===== config.mk =====
export PLATFORM = sky130hd
export DESIGN_NAME = div_unit
export DESIGN_NICKNAME = d
export VERILOG_FILES = /design/src/rtl/div_unit_pkg.sv /design/src/rtl/div_unit_step.sv /design/src/rtl/div_unit.sv
export SDC_FILE = /design/constraint.sdc
export NUM_CORES = 1
export LEC_CHECK = 0
export BUFFER_PORTS_ARGS = -buffer_cell sky130_fd_sc_hd__buf_2
export CORE_ASPECT_RATIO = 1.75
export CORE_MARGIN = 1
export CORE_UTILIZATION = 53
export DETAILED_ROUTE_END_ITERATION = 10
export GPL_ROUTABILITY_DRIVEN = 0
export GPL_TIMING_DRIVEN = 0
export HOLD_SLACK_MARGIN = 0.1
export PLACE_DENSITY = 0.77
export SLEW_MARGIN = 20
export SYNTH_ARGS = -nofsm -noshare
export SYNTH_HDL_FRONTEND = slang
export SYNTH_HIERARCHICAL = 1
export SYNTH_SLANG_ARGS = --single-unit

===== constraint.sdc =====
create_clock -name clk -period 7.45 [get_ports clk]
set_clock_uncertainty 0.15 [all_clocks]
set_input_delay 1.49 -clock clk [delete_from_list [all_inputs] [get_ports clk]]
set_output_delay 1.49 -clock clk [all_outputs]
set_load 0.03 [all_outputs]

===== src/rtl/div_unit_pkg.sv =====
// ============================================================================
// Module   : div_unit_pkg
// Purpose  : Shared encodings for the EX-stage multi-cycle divider.
// Revision : 1.0
// ============================================================================
`default_nettype none

package div_unit_pkg;

    localparam int DIV_CNT_W = 6;

    // ALU control codes decoded by EX to drive start/signed_div
    localparam logic [4:0] DIV_CONTROL  = 5'b10110;
    localparam logic [4:0] DIVU_CONTROL = 5'b10111;

    typedef enum logic [1:0] {
        DIV_IDLE = 2'd0,
        DIV_ON   = 2'd1,
        DIV_DONE = 2'd2
    } div_state_e;

endpackage

`default_nettype wire


===== src/rtl/div_unit_step.sv =====
// ============================================================================
// Module   : div_step
// Purpose  : One restoring-division iteration on the {rem, quo} register.
// Revision : 1.0
// ============================================================================
`default_nettype none

module div_step
    import div_unit_pkg::*;
#(
    parameter int WIDTH = 32
) (
    input  logic [2*WIDTH-1:0] acc_i,
    input  logic [WIDTH-1:0]   divisor_i,
    output logic [2*WIDTH-1:0] acc_o
);

    logic [WIDTH:0] w_upper;
    logic [WIDTH:0] w_diff;
    logic           w_borrow;

    // Upper half after the left shift, carry bit kept for the borrow test
    assign w_upper  = acc_i[2*WIDTH-1:WIDTH-1];
    assign w_diff   = w_upper - {1'b0, divisor_i};
    assign w_borrow = w_diff[WIDTH];

    always_comb begin
        if (w_borrow) begin
            acc_o = {w_upper[WIDTH-1:0], acc_i[WIDTH-2:0], 1'b0};
        end else begin
            acc_o = {w_diff[WIDTH-1:0], acc_i[WIDTH-2:0], 1'b1};
        end
    end

endmodule

`default_nettype wire


===== src/rtl/div_unit.sv =====
// ============================================================================
// Module   : div_unit
// Purpose  : 32-bit multi-cycle restoring divider (DIV/DIVU) returning LO/HI.
// Revision : 1.0
// ============================================================================
`default_nettype none

module div_unit
    import div_unit_pkg::*;
#(
    parameter int WIDTH = 32
) (
    input  logic             clk,
    input  logic             rst,
    input  logic             start,
    input  logic             signed_div,
    input  logic             cancel,
    input  logic [WIDTH-1:0] a,
    input  logic [WIDTH-1:0] b,
    output logic             busy,
    output logic             ready,
    output logic [WIDTH-1:0] lo_out,
    output logic [WIDTH-1:0] hi_out
);

    div_state_e             state_q, state_d;
    logic [DIV_CNT_W-1:0]   cnt_q, cnt_d;
    logic [2*WIDTH-1:0]     acc_q, acc_d;
    logic [WIDTH-1:0]       dvsr_q, dvsr_d;
    logic                   qneg_q, qneg_d;
    logic                   rneg_q, rneg_d;
    logic [WIDTH-1:0]       lo_q, lo_d;
    logic [WIDTH-1:0]       hi_q, hi_d;

    logic [2*WIDTH-1:0]     w_step;
    logic [WIDTH-1:0]       w_abs_a;
    logic [WIDTH-1:0]       w_abs_b;

    div_step #(.WIDTH(WIDTH)) u_step (
        .acc_i     (acc_q),
        .divisor_i (dvsr_q),
        .acc_o     (w_step)
    );

    // Magnitudes; 0x80000000 negates to itself, which is correct as unsigned
    assign w_abs_a = (signed_div && a[WIDTH-1]) ? (~a + 1'b1) : a;
    assign w_abs_b = (signed_div && b[WIDTH-1]) ? (~b + 1'b1) : b;

    always_comb begin
        state_d = state_q;
        cnt_d   = cnt_q;
        acc_d   = acc_q;
        dvsr_d  = dvsr_q;
        qneg_d  = qneg_q;
        rneg_d  = rneg_q;
        lo_d    = lo_q;
        hi_d    = hi_q;

        unique case (state_q)
            DIV_IDLE: begin
                if (start) begin
                    if (b == '0) begin
                        state_d = DIV_DONE;
                        lo_d    = '1;
                        hi_d    = a;
                    end else begin
                        state_d = DIV_ON;
                        cnt_d   = '0;
                        acc_d   = {{WIDTH{1'b0}}, w_abs_a};
                        dvsr_d  = w_abs_b;
                        qneg_d  = signed_div & (a[WIDTH-1] ^ b[WIDTH-1]);
                        rneg_d  = signed_div & a[WIDTH-1];
                    end
                end
            end
            DIV_ON: begin
                acc_d = w_step;
                cnt_d = cnt_q + 1'b1;
                if (cnt_q == DIV_CNT_W'(WIDTH - 1)) begin
                    state_d = DIV_DONE;
                    lo_d    = qneg_q ? (~w_step[WIDTH-1:0] + 1'b1) : w_step[WIDTH-1:0];
                    hi_d    = rneg_q ? (~w_step[2*WIDTH-1:WIDTH] + 1'b1)
                                     : w_step[2*WIDTH-1:WIDTH];
                end
            end
            DIV_DONE: begin
                state_d = DIV_IDLE;
            end
            default: begin
                state_d = DIV_IDLE;
            end
        endcase

        // Flush wins over any transition and leaves the last result visible
        if (cancel) begin
            state_d = DIV_IDLE;
            cnt_d   = '0;
            lo_d    = lo_q;
            hi_d    = hi_q;
        end
    end

    always_ff @(posedge clk or posedge rst) begin
        if (rst) begin
            state_q <= DIV_IDLE;
            cnt_q   <= '0;
            acc_q   <= '0;
            dvsr_q  <= '0;
            qneg_q  <= 1'b0;
            rneg_q  <= 1'b0;
            lo_q    <= '0;
            hi_q    <= '0;
        end else begin
            state_q <= state_d;
            cnt_q   <= cnt_d;
            acc_q   <= acc_d;
            dvsr_q  <= dvsr_d;
            qneg_q  <= qneg_d;
            rneg_q  <= rneg_d;
            lo_q    <= lo_d;
            hi_q    <= hi_d;
        end
    end

    assign busy   = (state_q == DIV_ON);
    assign ready  = (state_q == DIV_DONE);
    assign lo_out = lo_q;
    assign hi_out = hi_q;

endmodule

`default_nettype wire


==> results of run 1 <==
## report_power, final
group          internal (mW)  switching [mW]  total (mW)
Sequential              1.08           0.118        1.19
Clock                  0.468           0.388       0.856
Combinational           1.34            2.06        3.40
Total                   2.88            2.57        5.45
## layout make-up
cell class	count	area (sq um)	area share, %
Multi-Input combinational cell	1077	7140	51.6
Sequential cell	170	4250	30.7
Timing Repair Buffer	134	693	5.01
Buffer	113	608	4.39
Clock buffer	18	439	3.17
Tap cell	300	375	2.71
Inverter	52	203	1.46
Clock inverter	14	124	0.895
Antenna cell	1	2.50	0.0181
## logic make-up (layout without fill, tap and decap cells)
| family | after synthesis | after routing | synth area share [%] |
|---|---|---|---|
| AOI/OAI and AO/OA | 409 | 409 | 21.8 |
| xor gates and xnor gates | 135 | 135 | 9.70 |
| adders and majority gates | 38 | 38 | 3.96 |
| buffers and inverters | 165 | 331 | 6.59 |
| DFF | 170 | 170 | 34.9 |
| muxes | 52 | 52 | 5.07 |
| other | 0 | 1 | 0 |
| and+or+nand+nor | 443 | 443 | 18.0 |
## worst max-delay path, delay by kind of cell, from the launching register on
family	cells	cell delay, ps
compound gates	7	2490
buf+inv	4	1120
fa+ha+maj	3	900
simple gates	5	880
flops	1	390
mux	1	270
## cells in the mapped netlist (all sizes together), types with 2 or more instances
cell	n	share of area [%]
clkbuf	49	1.5
a2111oi	4	0.60
a21oi	88	3.6
buf	64	3.5
nand3	30	1.3
a21o	21	1.3
xnor2	61	4.4
o21bai	3	0.18
o31ai	41	2.8
clkinv	2	0.062
nand2b	10	0.51
nor2	106	3.3
a21boi	2	0.12
nor3b	8	0.49
ha	37	3.8
nand3b	5	0.41
o2111ai	4	0.29
or4	21	1.4
and2	6	0.33
a211o	4	0.29
a211oi	5	0.35
or3	17	0.87
mux2i	31	2.5
nor4	20	1.3
inv	50	1.5
nor2b	5	0.26
nand4	11	0.56
xor2	74	5.3
o21a	4	0.25
dfrtp	170	35
and4	3	0.22
o211ai	2	0.12
a31oi	31	1.6
or2	6	0.31
a22o	26	1.9
o41ai	23	1.7
o21ai	136	5.6
and3	11	0.56
nor3	33	1.4
mux2	21	2.5
or3b	2	0.14
nand2	146	4.5
a221oi	2	0.14
a22oi	3	0.18
## stage by stage
stage / power (mW) / cell area, sq um / setup TNS (ps) / std cells
after floorplan: 3.67 / 12200 / 0 / 1412
after global placement: 4.41 / 13200 / -88300 / 1845
after detailed placement: 4.49 / 13300 / 0 / 1846
after CTS: 5.34 / 13800 / 0 / 1878
after global routing: 5.76 / 13800 / 0 / 1879
final: 5.45 / 13800 / 0 / 1879
## metal layers
layer	track usage, %	part of all wire [%]
met3	8.75	6.6
met1	32.5	34
met2	56.7	49
met5	0	0.034
met4	30.0	10
## flip-flops by register name, indices dropped and copies added (netlist names)
| register | cells |
|---|---|
| dvsr_q | 32 |
| state_q | 2 |
| cnt_q | 6 |
| rneg_q | 1 |
| hi_out | 32 |
| lo_out | 32 |
| qneg_q | 1 |
| acc_q | 64 |
## path summary, 6_finish.rpt
| path | slack (ps) | endpoint | depth (start not counted) | from |
|---|---|---|---|---|
| hold / removal | 330 | dvsr_q[7] | 2 | dvsr_q[7] |
| min in group asynchronous | 990 | cnt_q[5] | 2 | rst |
| setup / recovery | 1080 | hi_out[22] | 20 | acc_q[31] |
| hold reg to reg | 330 | dvsr_q[7] | 2 | dvsr_q[7] |
| setup reg to reg | 1080 | hi_out[22] | 20 | acc_q[31] |
| max in group asynchronous | 5330 | acc_q[1] | 3 | rst |
==> impl_results.md, run 1 <==
* Syn_area_per_cell at 8.64 sq um
* Flops & latches, synth at 170
* Ports at 135
* Num CTS Buffers at 17
* Vias at 11300
* Setup ws final at 1080 ps
* Post-Syn Nets at 1519
* Core ar. at 22700 sq um
* Register area share after synthesis at 34.9%
* CP arrival at 6500 ps
* Maximum fanout along the worst path at 10
* Syn Inst Count at 1412
* Dpl hpwl at 29500 microns
* Most frequent cells in the layout: dfrtp_1, buf_2, nand2_1
* Layout cells sized above 1 at 17.6%
* 1st-iter DRT viols at 821
* Initial antenna violation count at 2
* Max-slew violation count at 0
* Final Hold Fails at 0
* Peak Freq at 157 MHz
* Leak Pwr at 6.21 nW
* Die Y at 203 microns
* Clk Latency, worst-skew pair at 440 ps
* Largest net degree at the start of global routing at 95
* Post-CTS Setup Repair Bufs at 0
* Crit path largest cell delay at 830 ps
* Worst Setup End Kind: flip-flop
* DRT Wirelength at 38100 microns
* Critical path class: reg2reg
* Least-Margin Pin Slew at 941 ps
* Nets at 1672
* Initial Utilization at 53.8%
* Synthesized area at 12200 sq um
* Post-cts repair resize count at 0
* TritonCTS clock tree: done
* Post-CTS Hold Buffers at 0
* Worst hold margin at 325 ps
* Drt drc at 0
* DR pass1 iterations at 7
* Die W at 117 microns
* Max IR drop VDD at 190 uV
* Root buf cell: clkbuf_16
* WL per Instance at 20.3 microns
* CTS Buffer Depth at 2
* # rows at 73
* CP cell instances: inv_1 -> ha_1 -> fa_1 -> and2b_1 -> o2111ai_1 -> a21oi_2 -> o2111ai_1 -> a211oi_2 -> nor2_2 -> mux2i_1 -> clkbuf_1 -> nand3_1 -> o21ai_1 -> inv_1 -> ha_1 -> nand3_1 -> clkbuf_1 -> nor4_1 -> a2111oi_1 -> a21oi_1
* Cell area power density at 394 nW/um^2
* Netlist cell types at 81
* Minimum clock period at 6370 ps
* Setup violators final at 0
* Vias per cell at 6.02
* Layout area overhead at 13.5%
* Pre-CTS setup slack at 1500 ps
* Critical path launch point type: flip-flop
* Worst-path clk slew at 70 ps
* Layout Utilization at 61.1%
* FILL cells at 2059
* Post-route clock period utilization at 85.5%
* GRT overflow at 0
* H-tree depth at 4
* Commonest non-fill, non-tap cell in the layout: dfrtp_1
* Die footprint at 23600 sq um
* Slowest stage cell, crit path: a2111oi_1
* Maxcap violations at 0
* Antenna-violating nets left at 0
* Ys Warns at 6
* RSZ-0062 raised after global routing: false
* Asr flop ratio synth at 100%
* Clock Sink Count at 170
* Required @ worst endpoint at 7590 ps
* First-pass GRT wire length at 58600 microns
* Total GRT Usage at 33.4%
* Hold WC Path Type: reg2reg
* Ys flop type: dfrtp_1
* Status: complete, no violations
* Slew headroom at 37.1%
* IO buf count at 133
* Number of enable flip-flop cells after synthesis at 0
* Vias in the first global route at 11000
Note: power is estimated with default switching activity, not from simulation.
==> inputs of run 2 (changes only) <==
--- a/config.mk
+++ b/config.mk
@@ -17,5 +17,4 @@
 export SLEW_MARGIN = 20
 export SYNTH_ARGS = -nofsm -noshare
 export SYNTH_HDL_FRONTEND = slang
-export SYNTH_HIERARCHICAL = 1
 export SYNTH_SLANG_ARGS = --single-unit
==> constraint.sdc (replaced) <==
create_clock -name clk -period 6.4 [get_ports clk]
set_clock_uncertainty 0.15 [all_clocks]
set_input_delay 1.28 -clock clk [delete_from_list [all_inputs] [get_ports clk]]
set_output_delay 1.28 -clock clk [all_outputs]
set_load 0.03 [all_outputs]
==> run 2 against run 1 <==
- hold slack better by 6.0 ps
- maximum frequency is 1.9% higher
- power is 19% higher
- worst setup slack worse by 930 ps
- critical path depth is 4 higher
- cell area is 0.36% higher
- synthesized area is 1.1% lower
- via count is 10% higher
- largest power group unchanged
==> impl_results.md, run 2 <==
* Synth Area in Adders at 4.00% (was 3.96%)
* Max-slew violation count at 0 (unchanged)
* Minimum clock period at 6250 ps (was 6370 ps)
* Ys Warns at 0 (was 6)
* Antenna-violating nets left at 0 (unchanged)
* Synthesized area at 12100 sq um (was 12200 sq um)
* Cell area power density at 465 nW/um^2 (was 394 nW/um^2)
* TritonCTS clock tree: done (unchanged)
* Initial antenna violation count at 4 (was 2)
* Vias at 12500 (was 11300)
* Compound-Gate Fraction of Synth Area at 23.5% (was 21.8%)
* Worst-path clk slew at 80 ps (was 70 ps)
* # rows at 72 (was 73)
* Layout area overhead at 15.1% (was 13.5%)
* Critical path class: reg2reg (unchanged)
* WL per Instance at 21.8 microns (was 20.3 microns)
* Hold Path Stages at 2 (unchanged)
* GRT overflow at 0 (unchanged)
* Post-Syn Nets at 1616 (was 1519)
* Die footprint at 23400 sq um (was 23600 sq um)
* Crit Reg-Reg Startpoint: acc_q[31] (unchanged)
* DRT Wirelength at 43000 microns (was 38100 microns)
* CP arrival at 6490 ps (was 6500 ps)
* Number of flip-flops in the largest register at 64 (unchanged)
* Setup violators final at 0 (unchanged)
* Status: complete, no violations (unchanged)
* Worst hold endpoint: hi_out[13] (was dvsr_q[7])
* Ys flop type: dfrtp_1 (unchanged)
* Final Hold Fails at 0 (unchanged)
* Num CTS Buffers at 17 (unchanged)
* Largest family of logic cells by synthesized area: compound AO/OA/AOI/OAI gates (unchanged)
* FILL cells at 2039 (was 2059)
* Placed Cells at 1939 (was 1846)
* Drt drc at 0 (unchanged)
* Most common cell in the netlist: dfrtp_1 (unchanged)
* Syn_area_per_cell at 7.99 sq um (was 8.64 sq um)
* R2R depth at 24 (was 20)
* Commonest non-fill, non-tap cell in the layout: dfrtp_1 (unchanged)
* Maximum fanout along the worst path at 10 (unchanged)
* First-pass GRT wire length at 65300 microns (was 58600 microns)
* Maxcap violations at 0 (unchanged)
* DR pass1 iterations at 6 (was 7)
* Dpl hpwl at 32500 microns (was 29500 microns)
* Vias in the first global route at 12100 (was 11000)
* H-tree depth at 4 (unchanged)
* Clock Sink Count at 170 (unchanged)
* Clk Latency, worst-skew pair at 450 ps (was 440 ps)
* Layout cells sized above 1 at 13.5% (was 17.6%)
* Power Internal at 3.19 mW (was 2.88 mW)
* Top cells by count, synth: dfrtp_1, nand2_1, nor2_1 (was dfrtp_1, nand2_1, o21ai_0)
* Ports at 135 (unchanged)
* Reg power frac at 25.9% (was 21.9%)
* Largest net degree at the start of global routing at 92 (was 95)
* Max IR drop VDD at 231 uV (was 190 uV)
* Critical R2R Capture: hi_out[28] (was hi_out[22])
* Worst Setup End Kind: flip-flop (unchanged)
* Cell taking the most area after synthesis: dfrtp_1 (unchanged)
* CTS Buffer Depth at 2 (unchanged)
* Register area share after synthesis at 35.3% (was 34.9%)
* RSZ-0062 raised after global routing: false (unchanged)
* Non-Filler Instances at 1975 (was 1879)
* R2R Setup Slk at 150 ps (was 1080 ps)
* Simple-Gate Fraction of Synth Area at 19.6% (was 18.0%)
* Initial Utilization at 54.2% (was 53.8%)
* Flops & latches, synth at 170 (unchanged)
* Sw frac at 50.6% (was 47.1%)
* Post-Route Setup TNS at 0 ps (unchanged)
* 1st-iter DRT viols at 1181 (was 821)
* Nets at 1771 (was 1672)
* Post-synth top area share at 35.3% (was 34.9%)
* Post-CTS Hold Buffers at 0 (unchanged)
* Core ar. at 22300 sq um (was 22700 sq um)
* Post-route clock period utilization at 97.7% (was 85.5%)
* IO buf count at 133 (unchanged)
* Biggest register: acc_q (unchanged)
* Asr flop ratio synth at 100% (unchanged)
* Min-delay src: hi_out[13] (was dvsr_q[7])
* Synth top area cells: dfrtp_1, a21oi_1, xor2_1 (was dfrtp_1, xor2_1, o21ai_0)
* Critical path launch point type: flip-flop (unchanged)
* Most frequent cells in the layout: dfrtp_1, nand2_1, nor2_1 (was dfrtp_1, buf_2, nand2_1)
* Die Y at 202 microns (was 203 microns)
* Worst hold margin at 331 ps (was 325 ps)
* Power share of the clock group at 16.9% (was 15.7%)
* Netlist cell types at 73 (was 81)
* NetSw at 3.27 mW (was 2.57 mW)
* Least-Margin Pin Slew at 1060 ps (was 941 ps)
* Layout Utilization at 62.4% (was 61.1%)
* Hold WC Path Type: reg2reg (unchanged)
* Slew headroom at 28.4% (was 37.1%)
* Die W at 116 microns (was 117 microns)
* Required @ worst endpoint at 6640 ps (was 7590 ps)
* Peak Freq at 160 MHz (was 157 MHz)
* Part of the power in combinational logic at 57.2% (was 62.4%)
* Syn Inst Count at 1509 (was 1412)
* Root buf cell: clkbuf_16 (unchanged)
* Vias per cell at 6.33 (was 6.02)
* Number of enable flip-flop cells after synthesis at 0 (unchanged)
* Mux cell area share after synthesis at 3.08% (was 5.07%)
* Tot Pwr at 6.46 mW (was 5.45 mW)
* Total GRT Usage at 37.8% (was 33.4%)
* XOR/XNOR Fraction of Synth Area at 9.80% (was 9.70%)
* Leak Pwr at 6.02 nW (was 6.21 nW)
-- run 2: cell types whose count changed after synthesis, moves of 12 or more --
| cell | delta |
|---|---|
| xnor2_1 | -12 |
| mux2_4 | -19 |
| o21ai_1 | -13 |
| o31ai_1 | -15 |
| a22o_1 | -23 |
| buf_4 | -34 |
| o41ai_1 | -14 |
| o211ai_1 | +13 |
| a21oi_1 | +74 |
| nor2_1 | +61 |
| clkbuf_1 | +17 |
| o21ai_0 | +15 |
| xor2_1 | +12 |
| nand2_1 | +22 |
-- run 2: power by group through the flow --
stage	clock, mW	sequential, mW	combinational, mW
detailed placement	0	1.67	3.39
finish	1.09	1.68	3.69
global placement	0	1.67	3.31
CTS	1.08	1.66	3.42
global route	1.13	1.70	3.95
floorplan	0	1.89	2.17
-- run 2: worst max-delay path, cell delays in order (launching register included) --
cell and delay [ps]:
dfrtp_1 410, inv_1 90, ha_1 170, inv_1 60, fa_2 380, a211oi_2 290, o211ai_1 240, a221oi_4 430
o21ai_1 170, or3_1 320, buf_2 190, and2_1 180, buf_6 140, inv_4 140, buf_8 180, buf_8 180
mux2i_4 280, ha_2 240, o2111ai_1 180, or3_4 440, nor2_1 140, mux2i_2 150, o41a_1 470, or4_1 480
nand3_1 80
-- run 2: layout make-up --
class                           instances  area, sq um  area share, %
Buffer                                 86          385           2.77
Tap cell                              296          370           2.67
Clock buffer                           17          425           3.06
Multi-Input combinational cell       1193         7330           52.8
Sequential cell                       170         4250           30.6
Antenna cell                            2         5.00         0.0360
Clock inverter                         15          170           1.23
Timing Repair Buffer                  137          716           5.15
Inverter                               59          231           1.67
-- run 2: timing repair --
| action | in CTS | in global routing |
|---|---|---|
| resized for setup | 9 | 23 |
| buffers inserted | 1 | 2 |
| setup endpoints to repair | 22 | 14 |
| pin swaps | 1 | 3 |
-- run 2: logic make-up after synthesis --
kind of cell,after synthesis
compound gates,469
xor+xnor,135
fa+ha+maj,38
buf+inv,146
flops,170
mux,37
simple gates,514
-- run 2: worst max path at each step --
stage / endpoint / start / cells past startpoint
6_report: hi_out[28] / acc_q[31] / 24
3_5_place_dp: lo_out[24] / acc_q[31] / 25
3_3_place_gp: cnt_q[4] / rst / 2
5_1_grt: hi_out[28] / acc_q[31] / 24
2_1_floorplan: acc_q[0] / rst / 1
4_1_cts: hi_out[26] / acc_q[31] / 24
-- run 2: per-stage QoR --
stage	setup slack, ps	area [sq um]
final	149	13900
after global routing	3.30	13900
after CTS	72.3	13800
after detailed placement	-936	13100
after global placement	-1490	13100
after floorplan	367	12100
-- run 2: layer usage --
metal  global-route usage (%)  vias up  share of wire, %
li1                         -     5693                 -
met1                     35.4     5818                32
met2                     62.6      711                48
met3                     12.5      276               8.6
met4                     36.3        2                11
met5                        0        -             0.028
